## src/rtl/inst_rom_arbiter_if.sv

```systemverilog
// Requester/response handshakes and ROM read port shared by the instruction ROM arbiter.
// The slave modport is the arbiter's view; master is the requester/ROM side.
interface inst_rom_arbiter_if #(
    parameter int ADDR_W = 32,
    parameter int DATA_W = 32
);
    logic              req0_valid;
    logic [ADDR_W-1:0] req0_addr;
    logic              req0_ready;
    logic              rsp0_valid;
    logic [DATA_W-1:0] rsp0_inst;
    logic              rsp0_err;
    logic              rsp0_ready;

    logic              req1_valid;
    logic [ADDR_W-1:0] req1_addr;
    logic              req1_ready;
    logic              rsp1_valid;
    logic [DATA_W-1:0] rsp1_inst;
    logic              rsp1_err;
    logic              rsp1_ready;

    logic              rom_ce;
    logic [ADDR_W-1:0] rom_addr;
    logic [DATA_W-1:0] rom_inst;

    modport slave (
        input  req0_valid, req0_addr, rsp0_ready,
        input  req1_valid, req1_addr, rsp1_ready,
        input  rom_inst,
        output req0_ready, rsp0_valid, rsp0_inst, rsp0_err,
        output req1_ready, rsp1_valid, rsp1_inst, rsp1_err,
        output rom_ce, rom_addr
    );

    modport master (
        output req0_valid, req0_addr, rsp0_ready,
        output req1_valid, req1_addr, rsp1_ready,
        output rom_inst,
        input  req0_ready, rsp0_valid, rsp0_inst, rsp0_err,
        input  req1_ready, rsp1_valid, rsp1_inst, rsp1_err,
        input  rom_ce, rom_addr
    );
endinterface

```

## src/rtl/inst_rom_arbiter.sv

```systemverilog
// Round-robin sharing of one combinational instruction ROM port between two requesters,
// with a registered, held-until-consumed response slot per requester.
module inst_rom_arbiter #(
    parameter int ADDR_W = 32,
    parameter int DATA_W = 32
) (
    input  logic               clk,
    input  logic               rst,
    inst_rom_arbiter_if.slave  bus
);
    logic              rsp0_valid_q, rsp0_valid_d;
    logic [DATA_W-1:0] rsp0_inst_q,  rsp0_inst_d;
    logic              rsp0_err_q,   rsp0_err_d;
    logic              rsp1_valid_q, rsp1_valid_d;
    logic [DATA_W-1:0] rsp1_inst_q,  rsp1_inst_d;
    logic              rsp1_err_q,   rsp1_err_d;
    logic              last_grant_q, last_grant_d;

    logic              cand0, cand1;
    logic              grant0, grant1;
    logic              aligned;
    logic [ADDR_W-1:0] rom_addr_d;
    logic [DATA_W-1:0] acc_inst;

    always_comb begin
        // A response being consumed this cycle frees its slot for a new acceptance.
        cand0 = bus.req0_valid && (!rsp0_valid_q || bus.rsp0_ready);
        cand1 = bus.req1_valid && (!rsp1_valid_q || bus.rsp1_ready);

        grant0 = 1'b0;
        grant1 = 1'b0;
        if (!rst) begin
            if (cand0 && cand1) begin
                grant0 = last_grant_q;
                grant1 = !last_grant_q;
            end else begin
                grant0 = cand0;
                grant1 = cand1;
            end
        end

        rom_addr_d = '0;
        if (grant0)      rom_addr_d = bus.req0_addr;
        else if (grant1) rom_addr_d = bus.req1_addr;

        aligned  = (rom_addr_d[1:0] == 2'b00);
        acc_inst = aligned ? bus.rom_inst : '0;

        rsp0_valid_d = rsp0_valid_q && !bus.rsp0_ready;
        rsp0_inst_d  = rsp0_inst_q;
        rsp0_err_d   = rsp0_err_q;
        rsp1_valid_d = rsp1_valid_q && !bus.rsp1_ready;
        rsp1_inst_d  = rsp1_inst_q;
        rsp1_err_d   = rsp1_err_q;
        last_grant_d = last_grant_q;

        if (grant0) begin
            rsp0_valid_d = 1'b1;
            rsp0_inst_d  = acc_inst;
            rsp0_err_d   = !aligned;
            last_grant_d = 1'b0;
        end
        if (grant1) begin
            rsp1_valid_d = 1'b1;
            rsp1_inst_d  = acc_inst;
            rsp1_err_d   = !aligned;
            last_grant_d = 1'b1;
        end
    end

    always_ff @(posedge clk) begin
        if (rst) begin
            rsp0_valid_q <= 1'b0;
            rsp0_inst_q  <= '0;
            rsp0_err_q   <= 1'b0;
            rsp1_valid_q <= 1'b0;
            rsp1_inst_q  <= '0;
            rsp1_err_q   <= 1'b0;
            last_grant_q <= 1'b1;
        end else begin
            rsp0_valid_q <= rsp0_valid_d;
            rsp0_inst_q  <= rsp0_inst_d;
            rsp0_err_q   <= rsp0_err_d;
            rsp1_valid_q <= rsp1_valid_d;
            rsp1_inst_q  <= rsp1_inst_d;
            rsp1_err_q   <= rsp1_err_d;
            last_grant_q <= last_grant_d;
        end
    end

    assign bus.req0_ready = grant0;
    assign bus.req1_ready = grant1;
    assign bus.rom_addr   = rom_addr_d;
    assign bus.rom_ce     = (grant0 || grant1) && aligned;
    assign bus.rsp0_valid = rsp0_valid_q;
    assign bus.rsp0_inst  = rsp0_inst_q;
    assign bus.rsp0_err   = rsp0_err_q;
    assign bus.rsp1_valid = rsp1_valid_q;
    assign bus.rsp1_inst  = rsp1_inst_q;
    assign bus.rsp1_err   = rsp1_err_q;
endmodule

```

## src/flat_wrapper.sv

```systemverilog
// flat-port wrapper written by rule: the top's interface ports become plain ports
module inst_rom_arbiter_flat 
#(
    parameter int ADDR_W = 32,
    parameter int DATA_W = 32
)
  (clk, rst, bus_req0_valid, bus_req0_addr, bus_rsp0_ready, bus_req1_valid, bus_req1_addr, bus_rsp1_ready, bus_rom_inst, bus_req0_ready, bus_rsp0_valid, bus_rsp0_inst, bus_rsp0_err, bus_req1_ready, bus_rsp1_valid, bus_rsp1_inst, bus_rsp1_err, bus_rom_ce, bus_rom_addr);
  inst_rom_arbiter_if #(.ADDR_W(ADDR_W), .DATA_W(DATA_W)) bus_i ();
  input  logic clk;
  input  logic rst;
  input wire logic [$bits(bus_i.req0_valid)-1:0] bus_req0_valid;
  input wire logic [$bits(bus_i.req0_addr)-1:0] bus_req0_addr;
  input wire logic [$bits(bus_i.rsp0_ready)-1:0] bus_rsp0_ready;
  input wire logic [$bits(bus_i.req1_valid)-1:0] bus_req1_valid;
  input wire logic [$bits(bus_i.req1_addr)-1:0] bus_req1_addr;
  input wire logic [$bits(bus_i.rsp1_ready)-1:0] bus_rsp1_ready;
  input wire logic [$bits(bus_i.rom_inst)-1:0] bus_rom_inst;
  output wire logic [$bits(bus_i.req0_ready)-1:0] bus_req0_ready;
  output wire logic [$bits(bus_i.rsp0_valid)-1:0] bus_rsp0_valid;
  output wire logic [$bits(bus_i.rsp0_inst)-1:0] bus_rsp0_inst;
  output wire logic [$bits(bus_i.rsp0_err)-1:0] bus_rsp0_err;
  output wire logic [$bits(bus_i.req1_ready)-1:0] bus_req1_ready;
  output wire logic [$bits(bus_i.rsp1_valid)-1:0] bus_rsp1_valid;
  output wire logic [$bits(bus_i.rsp1_inst)-1:0] bus_rsp1_inst;
  output wire logic [$bits(bus_i.rsp1_err)-1:0] bus_rsp1_err;
  output wire logic [$bits(bus_i.rom_ce)-1:0] bus_rom_ce;
  output wire logic [$bits(bus_i.rom_addr)-1:0] bus_rom_addr;
  assign bus_i.req0_valid = bus_req0_valid;
  assign bus_i.req0_addr = bus_req0_addr;
  assign bus_i.rsp0_ready = bus_rsp0_ready;
  assign bus_i.req1_valid = bus_req1_valid;
  assign bus_i.req1_addr = bus_req1_addr;
  assign bus_i.rsp1_ready = bus_rsp1_ready;
  assign bus_i.rom_inst = bus_rom_inst;
  assign bus_req0_ready = bus_i.req0_ready;
  assign bus_rsp0_valid = bus_i.rsp0_valid;
  assign bus_rsp0_inst = bus_i.rsp0_inst;
  assign bus_rsp0_err = bus_i.rsp0_err;
  assign bus_req1_ready = bus_i.req1_ready;
  assign bus_rsp1_valid = bus_i.rsp1_valid;
  assign bus_rsp1_inst = bus_i.rsp1_inst;
  assign bus_rsp1_err = bus_i.rsp1_err;
  assign bus_rom_ce = bus_i.rom_ce;
  assign bus_rom_addr = bus_i.rom_addr;
  inst_rom_arbiter #(.ADDR_W(ADDR_W), .DATA_W(DATA_W)) u_core (.clk(clk), .rst(rst), .bus(bus_i));
endmodule
```

## config.mk

```make
export PLATFORM = sky130hd
export DESIGN_NAME = inst_rom_arbiter_flat
export DESIGN_NICKNAME = d
export VERILOG_FILES = /design/src/rtl/inst_rom_arbiter_if.sv /design/src/rtl/inst_rom_arbiter.sv /design/src/flat_wrapper.sv
export SDC_FILE = /design/constraint.sdc
export NUM_CORES = 1
export LEC_CHECK = 0
export CORE_MARGIN = 1.5
export CORE_UTILIZATION = 32
export DETAILED_ROUTE_END_ITERATION = 8
export MAX_ROUTING_LAYER = met4
export PLACE_DENSITY_LB_ADDON = 0.15
export SYNTH_ARGS = -nofsm -noshare
export SYNTH_HDL_FRONTEND = slang
export SYNTH_SLANG_ARGS = --single-unit
```

## constraint.sdc

```tcl
create_clock -name clk -period 2.57 [get_ports clk]
set_input_delay 0.771 -clock clk [delete_from_list [all_inputs] [get_ports clk]]
set_output_delay 0.771 -clock clk [all_outputs]
set_load 0.03 [all_outputs]
```

==> results.md <==
- Failing checks: negative setup slack
- Final GP Congestion: 0.813
- Fin Hold WS: 449 ps
- Vias: 3525
- Pwr per Cell Area: between 400 and 500 nW/um^2
- Non-Filler Instances: about 680
- Hold/Removal Path Class: flop to flop
- WP data arrival: 2120 ps
- Crit share post-route: 112%
- Layout Cell Area excl Fill: 5910 um^2
- Initial Utilization: 33.6%
- Drt pass-1 iters: 4
- Net Sw Frac: 29.5%
- Worst endpoint required time: about 1800 ps
- Clk slew on worst S/H paths: ~70 ps
- Cts bufs inserted: 9
- Status: finished, violations left
- Fin crit period: 2890 ps
- NetSw: 847 uW
- Final Net Count: slightly below 700
- Routed WL: between 10000 and 15000 um
- Global route total overflow: 0
- Seq/Total Area, Yosys: 46.4%
- Sink Count: 69
- CP top delay family: buffers and inverters
- Initial antenna violation count: 0
- I/O Pins: 205
- Final Hold Viols: 0
- Clock Path Buffers: 2
- Total Routing Usage GR: 24.2%
- Sequential share of power: 38.9%
- Clock skew: 7.82 ps
- Crit path cell chain: buf_6 -> nand2b_4 -> a311o_2 -> nor2_8 -> buf_12 -> buf_12 -> buf_12 -> a22o_4 -> buf_6
- Post-Synthesis Cells: 355
- Logic gate share of total power: 29.7%
- Hold_buf cts: 0
- Die ar.: 9880 um^2
- Syn_area_per_cell: 8.38 um^2
- Final setup viols: 34
- FF-to-FF setup slack: 740 ps
- Syn_nets: 457
- Number of global-route vias before repair: ~3600
- Antenna cells: 0
- Pint: 2030 uW
- RSZ-0062 raised after global routing: true
- WL per Instance: 17.5 um
- CTS tree: yes
- H-tree depth: 3
- Register bit total from synthesis: between 60 and 70
- Layout cells sized above 1: 24.0%
- Maximum VDD drop: 0.400 mV
- Avg Vias per Cell: 5.15
- DR iter-0 viols: between 150 and 200
- Core Rows: 34
- Port buffer count: 204
- Antenna Nets Post-Route: 0
- Critical path type: input port to primary output
- Core ar.: 8850 um^2
- Buf+Inv Stages, Crit Path: 5
- DP HPWL: approximately 8400 um
- Cell area after synthesis: 2970 um^2
- Fmax: 0.346 GHz
- Clk root buf: clkbuf_8
- Critical Path Sink Type: primary output
- CP max stage cell: a311o_2
- Setup ws final: -317 ps
- Most frequent cells in the layout: clkdlybuf4s50_1, dfxtp_1, a21oi_1
- Most common cell after layout, fill and taps aside: clkdlybuf4s50_1
- Slew HR: 74.4%
- Clock power frac: 31.4%
- Post-placement cell area: 5410 um^2
- Distinct cells, synth: 28
- Worst setup SP type: input port
- Largest net degree at the start of global routing: 35
- Die H: 99.4 um
- Static Leak: 0.00224 uW
- # DRC: 0
- CP max stage delay: 420 ps
- First-pass GRT wire length: approximately 18000 um
- Synth warn: 0
- Placed cell count: ~660
- Max-slew violation count: 0
- Max-Cap Viols: 0
- Least-Margin Pin Slew: 384 ps
- Clk_lat worst skew: 340 ps
- Layout area overhead: 98.9%
- Critical path peak fanout: 6
- FILL cells: 728
- Die X-Extent: just under 100 um
- Most used cell, CP: buf_12
==> stage by stage <==
stage / total power (uW) / worst slack, ps / util (%) / setup TNS, ps
detailed placement: 1920 / -604 / 61.2 / -21200
finish: 2870 / -317 / 66.8 / -8530
CTS: 2900 / -317 / 67.3 / -9030
floorplan: 1550 / -169 / - / -4890
global route: 2970 / -367 / 66.8 / -10140
global placement: 1910 / -588 / 61.2 / -20500
==> routing by layer <==
layer / global-route usage, % / share of wire (%) / vias up
li1: - / - / 1690
met1: 26.5 / 38 / 1626
met2: 42.0 / 51 / 182
met3: 4.71 / 7.7 / 27
met4: 11.5 / 3.2 / 0
met5: - / 0 / -
==> cell usage after synthesis <==
master | count | share of area (%)
a211oi_1 | 2 | 0.50
a21oi_1 | 67 | 11
a22o_1 | 30 | 8.8
a22oi_1 | 1 | 0.25
a22oi_2 | 1 | 0.42
a311o_1 | 1 | 0.34
a311oi_4 | 1 | 0.88
a31oi_1 | 1 | 0.21
and3b_1 | 1 | 0.29
buf_1 | 2 | 0.25
buf_2 | 11 | 1.9
buf_4 | 1 | 0.25
buf_6 | 7 | 2.7
clkbuf_1 | 12 | 1.5
clkbuf_4 | 3 | 0.76
dfxtp_1 | 69 | 46
inv_1 | 1 | 0.13
nand2_1 | 64 | 8.1
nand2b_1 | 1 | 0.21
nand2b_4 | 1 | 0.46
nand3_1 | 64 | 11
nor2_1 | 8 | 1.0
nor2_8 | 1 | 0.67
nor2b_2 | 1 | 0.29
o22ai_1 | 1 | 0.21
o311a_1 | 1 | 0.34
o311ai_4 | 1 | 0.88
or2_1 | 1 | 0.21
==> tightest hold or removal path: cells and delay by family (launching register included) <==
family	cells	cell delay, ps
DFF	1	310
and+or+nand+nor	1	50
AOI/OAI and AO/OA	1	50
==> timing repair <==
item,CTS,global route
buffers inserted,9,1
endpoints found under the setup margin,35,35
pin swaps,7,4
resized for setup,57,5
gates cloned,4,0
==> flip-flops by register name, summed over array words and instances, names as in the netlist <==
name and cells:
u_core.bus.rsp0_err 1, u_core.bus.rsp0_inst 32, u_core.bus.rsp0_valid 1, u_core.bus.rsp1_err 1
u_core.bus.rsp1_inst 32, u_core.bus.rsp1_valid 1, u_core.last_grant_q 1
==> power groups by stage <==
stage	registers, uW	clock network (uW)	logic (uW)
global placement	1140	0	772
CTS	1120	916	863
finish	1120	902	853
floorplan	1200	0	349
detailed placement	1140	0	780
global route	1120	953	895
==> cell families (layout without fill, tap and decap cells) <==
kind of cell	count (synthesis)	after routing	share of synthesized area, %
simple gates	142	142	22.0
compound gates	107	107	24.1
flops	69	69	46.4
buf+inv	37	258	7.40
==> path summary, 6_finish.rpt <==
| path | start | to | cells past startpoint |
|---|---|---|---|
| worst max-delay path | bus_rsp0_ready | bus_rom_addr[4] | 9 |
| worst max register to register | u_core.bus.rsp0_valid | u_core.bus.rsp1_inst[10] | 7 |
| worst min register to register | u_core.bus.rsp0_inst[23] | u_core.bus.rsp0_inst[23] | 2 |
| worst min-delay path | u_core.bus.rsp0_inst[23] | u_core.bus.rsp0_inst[23] | 2 |
==> final cells by class <==
type,instances,area [um^2],area share [%]
clock buffers,11,151,2.56
repair buffers,242,2520,42.6
multi-input cells,249,1680,28.3
clock inverters,4,47.5,0.804
well taps,108,135,2.28
flip-flops and latches,69,1380,23.4
inverters,1,3.75,0.0635
(Power assumes the default switching activity.)
